[src/rtl/mem_arb_pkg.sv]
// Shared definitions for the two-requester memory arbiter: FSM states,
// requester indices and the read-latency counter width.
package mem_arb_pkg;

    typedef enum logic [1:0] {
        IDLE   = 2'd0,
        ACCESS = 2'd1,
        DONE   = 2'd2
    } arb_state_e;

    localparam int REQ_CPU = 0;
    localparam int REQ_DBG = 1;

    // Wide enough to count up to the largest supported read latency (15).
    localparam int LAT_CNT_W = 4;

endpackage

[src/rtl/rr_pick.sv]
// Combinational 2-way round-robin selector. On a tie, the requester that
// was not served last wins. The output is a one-hot grant, or 00 with no request.
module rr_pick
    import mem_arb_pkg::*;
(
    input  logic [1:0] req_i,
    input  logic       last_i,
    output logic [1:0] grant_o
);

    // last_i = 1 means the debug requester was served last, so the CPU wins a tie.
    always_comb begin
        grant_o          = 2'b00;
        grant_o[REQ_CPU] = req_i[REQ_CPU] & (~req_i[REQ_DBG] | last_i);
        grant_o[REQ_DBG] = req_i[REQ_DBG] & (~req_i[REQ_CPU] | ~last_i);
    end

endmodule

[src/rtl/mem_arbiter.sv]
// Arbitrates a processor and a loader/debug port onto one memory unit.
// Each transaction runs IDLE -> ACCESS -> DONE.
module mem_arbiter
    import mem_arb_pkg::*;
#(
    parameter int ADDR_W = 32,
    parameter int DATA_W = 32,
    parameter int RD_LAT = 2
) (
    input  logic              iClk,
    input  logic              iRst,
    input  logic [ADDR_W-1:0] iAddr0,
    input  logic [ADDR_W-1:0] iAddr1,
    input  logic [DATA_W-1:0] iData0,
    input  logic [DATA_W-1:0] iData1,
    input  logic              iRead0,
    input  logic              iRead1,
    input  logic              iWrite0,
    input  logic              iWrite1,
    output logic [DATA_W-1:0] oData0,
    output logic [DATA_W-1:0] oData1,
    output logic              oRdy0,
    output logic              oRdy1,
    output logic [ADDR_W-1:0] oMemAddr,
    output logic [DATA_W-1:0] oMemData,
    output logic              oMemRead,
    output logic              oMemWrite,
    input  logic [DATA_W-1:0] iMemData,
    output logic [1:0]        oGrant
);

    localparam logic [LAT_CNT_W-1:0] LAST_BEAT = LAT_CNT_W'(RD_LAT - 1);

    arb_state_e            state_q, state_d;
    logic [1:0]            grant_q, grant_d;
    logic                  last_q, last_d;
    logic                  just_done_q, just_done_d;
    logic                  is_write_q, is_write_d;
    logic [ADDR_W-1:0]     addr_q, addr_d;
    logic [DATA_W-1:0]     wdata_q, wdata_d;
    logic [LAT_CNT_W-1:0]  cnt_q, cnt_d;
    logic [DATA_W-1:0]     data0_q, data0_d;
    logic [DATA_W-1:0]     data1_q, data1_d;

    logic [1:0]            req_mask;
    logic [1:0]            req_vec;
    logic [1:0]            pick_grant;

    // In the IDLE cycle right after DONE, the owner is still holding its
    // strobe; mask it so that strobe is not taken as a new request.
    always_comb begin
        req_mask = 2'b11;
        if (just_done_q) begin
            req_mask = last_q ? 2'b01 : 2'b10;
        end
        req_vec = {iRead1 | iWrite1, iRead0 | iWrite0} & req_mask;
    end

    rr_pick u_rr_pick (
        .req_i   (req_vec),
        .last_i  (last_q),
        .grant_o (pick_grant)
    );

    always_comb begin
        state_d     = state_q;
        grant_d     = grant_q;
        last_d      = last_q;
        just_done_d = 1'b0;
        is_write_d  = is_write_q;
        addr_d      = addr_q;
        wdata_d     = wdata_q;
        cnt_d       = cnt_q;
        data0_d     = data0_q;
        data1_d     = data1_q;

        case (state_q)
            IDLE: begin
                if (|req_vec) begin
                    grant_d = pick_grant;
                    last_d  = pick_grant[REQ_DBG];
                    cnt_d   = '0;
                    state_d = ACCESS;
                    if (pick_grant[REQ_DBG]) begin
                        addr_d     = iAddr1;
                        wdata_d    = iData1;
                        is_write_d = iWrite1;
                    end else begin
                        addr_d     = iAddr0;
                        wdata_d    = iData0;
                        is_write_d = iWrite0;
                    end
                end
            end
            ACCESS: begin
                if (is_write_q) begin
                    state_d = DONE;
                end else if (cnt_q == LAST_BEAT) begin
                    state_d = DONE;
                    if (grant_q[REQ_DBG]) begin
                        data1_d = iMemData;
                    end else begin
                        data0_d = iMemData;
                    end
                end else begin
                    cnt_d = cnt_q + 1'b1;
                end
            end
            DONE: begin
                state_d     = IDLE;
                grant_d     = 2'b00;
                just_done_d = 1'b1;
            end
            default: begin
                state_d = IDLE;
                grant_d = 2'b00;
            end
        endcase
    end

    // Reset clears everything; last_q starts at 1 so the CPU wins the first tie.
    always_ff @(posedge iClk or posedge iRst) begin
        if (iRst) begin
            state_q     <= IDLE;
            grant_q     <= 2'b00;
            last_q      <= 1'b1;
            just_done_q <= 1'b0;
            is_write_q  <= 1'b0;
            addr_q      <= '0;
            wdata_q     <= '0;
            cnt_q       <= '0;
            data0_q     <= '0;
            data1_q     <= '0;
        end else begin
            state_q     <= state_d;
            grant_q     <= grant_d;
            last_q      <= last_d;
            just_done_q <= just_done_d;
            is_write_q  <= is_write_d;
            addr_q      <= addr_d;
            wdata_q     <= wdata_d;
            cnt_q       <= cnt_d;
            data0_q     <= data0_d;
            data1_q     <= data1_d;
        end
    end

    assign oMemRead  = (state_q == ACCESS) && !is_write_q;
    assign oMemWrite = (state_q == ACCESS) && is_write_q;
    assign oMemAddr  = addr_q;
    assign oMemData  = wdata_q;
    assign oRdy0     = (state_q == DONE) && grant_q[REQ_CPU];
    assign oRdy1     = (state_q == DONE) && grant_q[REQ_DBG];
    assign oGrant    = grant_q;
    assign oData0    = data0_q;
    assign oData1    = data1_q;

endmodule

[config.mk]
export PLATFORM = sky130hd
export DESIGN_NAME = mem_arbiter
export DESIGN_NICKNAME = d
export VERILOG_FILES = /design/src/rtl/mem_arb_pkg.sv /design/src/rtl/rr_pick.sv /design/src/rtl/mem_arbiter.sv
export SDC_FILE = /design/constraint.sdc
export NUM_CORES = 1
export LEC_CHECK = 0
export ABC_AREA = 0
export CAP_MARGIN = 5
export CORE_MARGIN = 2
export CORE_UTILIZATION = 40
export CTS_CLUSTER_SIZE = 30
export DETAILED_ROUTE_END_ITERATION = 10
export GPL_ROUTABILITY_DRIVEN = 0
export PLACE_DENSITY_LB_ADDON = 0.1
export SYNTH_ARGS = -nofsm -noshare
export SYNTH_HDL_FRONTEND = slang
export SYNTH_SLANG_ARGS = --single-unit
[constraint.sdc]
create_clock -name iClk -period 4.7 [get_ports iClk]
set_input_delay 0.47 -clock iClk [delete_from_list [all_inputs] [get_ports iClk]]
set_output_delay 0.47 -clock iClk [all_outputs]
set_load 0.1 [all_outputs]
==> flow_metrics.env <==
export IMPL_status="finished clean"
export IMPL_drt_wl_total_mm=17.5
export IMPL_io_pins=300
export IMPL_max_freq_mhz=332
export IMPL_skew_ns=0.00751
export IMPL_path_cells="nor2b_1 > and2_1 > clkdlybuf4s50_1"
export IMPL_initial_core_util_pct=40.9
export IMPL_grt_pass1_vias=5324
export IMPL_cts_resized=0
export IMPL_final_setup_tns_ns=0
export IMPL_place_hpwl_mm=12.8
export IMPL_critPathKind="flip-flop to output pin"
export IMPL_n_antenna_cell=0
export IMPL_tightest_slew_ns=1.05
export IMPL_mappedNetlistNets=720
export IMPL_wl_per_cell_um=16.8
export IMPL_nets=1009
export IMPL_hold_buffers=0
export IMPL_ys_seq_elements=139
export IMPL_final_setup_viol_count=0
export IMPL_critPathSlowestCell="clkdlybuf4s50_1"
export IMPL_vias=5247
export IMPL_path_clk_slew_ns=0.06
export IMPL_grt_antenna_before_repair=0
export IMPL_dieArea_mm2=0.0158
export IMPL_postSynthAreaPerCell_um2=10.7
export IMPL_core_rowCount=44
export IMPL_max_stage_delay_ns=1.16
export IMPL_drt_iter0_markers=207
export IMPL_worstPathMaxFanout=9
export IMPL_period_share_pct=64.0
export IMPL_synth_seq_area_share_pct=58.8
export IMPL_dieWidth_um=126
export IMPL_finalHoldViolations=0
export IMPL_detail_route_antenna_nets=0
export IMPL_crit_arrival_ns=2.54
export IMPL_clkLatencyLatePin_ns=0.42
export IMPL_cts_tree="built"
export IMPL_root_buffer="clkbuf_16"
export IMPL_slew_headroom_pct=29.6
export IMPL_grt_ovfl_total=0
export IMPL_synth_cells=552
export IMPL_vias_per_cell=5.05
export IMPL_portBuffers=299
export IMPL_crit_path_start_kind="flip-flop"
export IMPL_synth_area_mm2=0.00592
export IMPL_dr_pass1_iters=6
export IMPL_crit_buf_inv=1
export IMPL_numClockSinks=139
export IMPL_grt_usage_pct=22.0
export IMPL_drive_above_1_share_pct=12.3
export IMPL_finish_utilization_pct=67.0
export IMPL_crit_family="buffers and inverters"
export IMPL_grt_max_degree=111
export IMPL_die_h_um=126
export IMPL_hold_class="flip-flop to flip-flop"
export IMPL_grt_pass1_wl_mm=27.3
export IMPL_yosys_cell_types_count=35
export IMPL_cts_inserted_buffers=17
export IMPL_yosysWarnings=0
export IMPL_fin_crit_ns=3.01
export IMPL_post_cts_setup_buffers=0
export IMPL_cts_max_level=4
export IMPL_drc=0
export IMPL_end_kind="output pin"
export IMPL_worstPathRequired_ns=4.23
export IMPL_grt_setup_unrepaired="no"
export IMPL_syn2layout_area_growth_pct=63.9
export IMPL_cts_max_path_buffers=2
export IMPL_coreArea_mm2=0.0145
export IMPL_slew_viol_final=0
export IMPL_maxCapViolCount=0
[layer usage]
layer,wire length [um],vias up,GRT usage (%)
met5,0,-,0
met4,765,0,11.8
met3,1680,53,8.75
met2,8310,255,35.8
met1,6720,2476,25.1
li1,-,2463,-
[placed cells by master (no fill, tap or decap), types with 2 or more instances in the layout]
master / instances
a31oi_1: 65
and2_1: 2
buf_4: 5
bufinv_16: 6
clkbuf_16: 17
clkbuf_8: 3
clkdlybuf4s50_1: 299
clkinv_2: 2
clkinvlp_4: 2
dfrtp_1: 138
ha_1: 2
inv_1: 2
mux2_1: 7
mux2_2: 60
nand2_1: 132
nand2b_1: 4
nand3_1: 3
nor2_1: 70
nor2b_1: 2
nor3_1: 2
nor3b_1: 3
o21ai_0: 4
o22ai_1: 2
o31ai_1: 2
[state kept, by name, summed over array words and instances, names as in the netlist]
name         flops
oGrant           2
cnt_q            4
oData0          32
just_done_q      1
oMemData        32
oMemAddr        32
state_q          2
oData1          32
is_write_q       1
last_q           1
[final cells by class]
cell class / count / area, um2
Inverter: 3 / 16.3
Fill cell: 1099 / 4780
Clock buffer: 21 / 470
Sequential cell: 139 / 3480
Multi-Input combinational cell: 375 / 2230
Tap cell: 184 / 230
Timing Repair Buffer: 305 / 3050
Clock inverter: 11 / 214
[metrics by stage]
step                      hold WS, ns  cell area [um2]  std cells  worst slack [ns]
after global routing            0.514             9690       1038              1.58
after detailed placement        0.480             9010       1006              1.84
final                           0.487             9690       1038              1.69
after floorplan                 0.502             5920        552             0.507
after global placement          0.472             9010       1006              1.91
after CTS                       0.493             9690       1038              1.67
[synth_stat cells, drive strengths merged]
| cell | n | area share [%] |
|---|---|---|
| dfstp | 1 | 0.44 |
| a31oi | 65 | 6.9 |
| and3b | 1 | 0.15 |
| dfrtp | 138 | 58 |
| nand2 | 133 | 8.4 |
| nor3b | 4 | 0.70 |
| mux2 | 67 | 13 |
| o22ai | 2 | 0.21 |
| clkbuf | 9 | 0.57 |
| buf | 26 | 2.7 |
| or2 | 2 | 0.21 |
| o21ai | 4 | 0.34 |
| o31ai | 2 | 0.25 |
| ha | 2 | 0.42 |
| and2 | 3 | 0.32 |
| a221oi | 1 | 0.44 |
| o32a | 1 | 0.17 |
| nand4b | 1 | 0.15 |
| nor3 | 2 | 0.17 |
| nand3 | 3 | 0.25 |
| a21oi | 1 | 0.085 |
| a21boi | 1 | 0.13 |
| nor2b | 2 | 0.21 |
| inv | 3 | 0.19 |
| mux2i | 1 | 0.17 |
| a22oi | 1 | 0.13 |
| nor2 | 71 | 4.5 |
| nand2b | 4 | 0.42 |
| o2bb2ai | 1 | 0.15 |
[path summary, 6_finish.rpt]
kind | slack (ns) | startpoint | cells after the start | endpoint
worst max-delay path | 1.69 | state_q[1] | 3 | oRdy1
min in group asynchronous | 0.66 | iRst | 2 | oData0[26]
worst max register to register | 2.30 | state_q[1] | 5 | oMemData[29]
worst min register to register | 0.49 | oData0[24] | 1 | oData0[24]
max in group asynchronous | 3.04 | iRst | 3 | oMemData[4]
worst min-delay path | 0.49 | oData0[24] | 1 | oData0[24]
[logic make-up after synthesis]
group / share of synthesized area (%)
mux: 12.9
simple gates: 15.6
buf+inv: 3.49
compound gates: 8.78
flops: 58.8
fa+ha+maj: 0.423
Power is not shown: default switching activity piles up to over one toggle a cycle in this logic, so the estimate is an artifact.
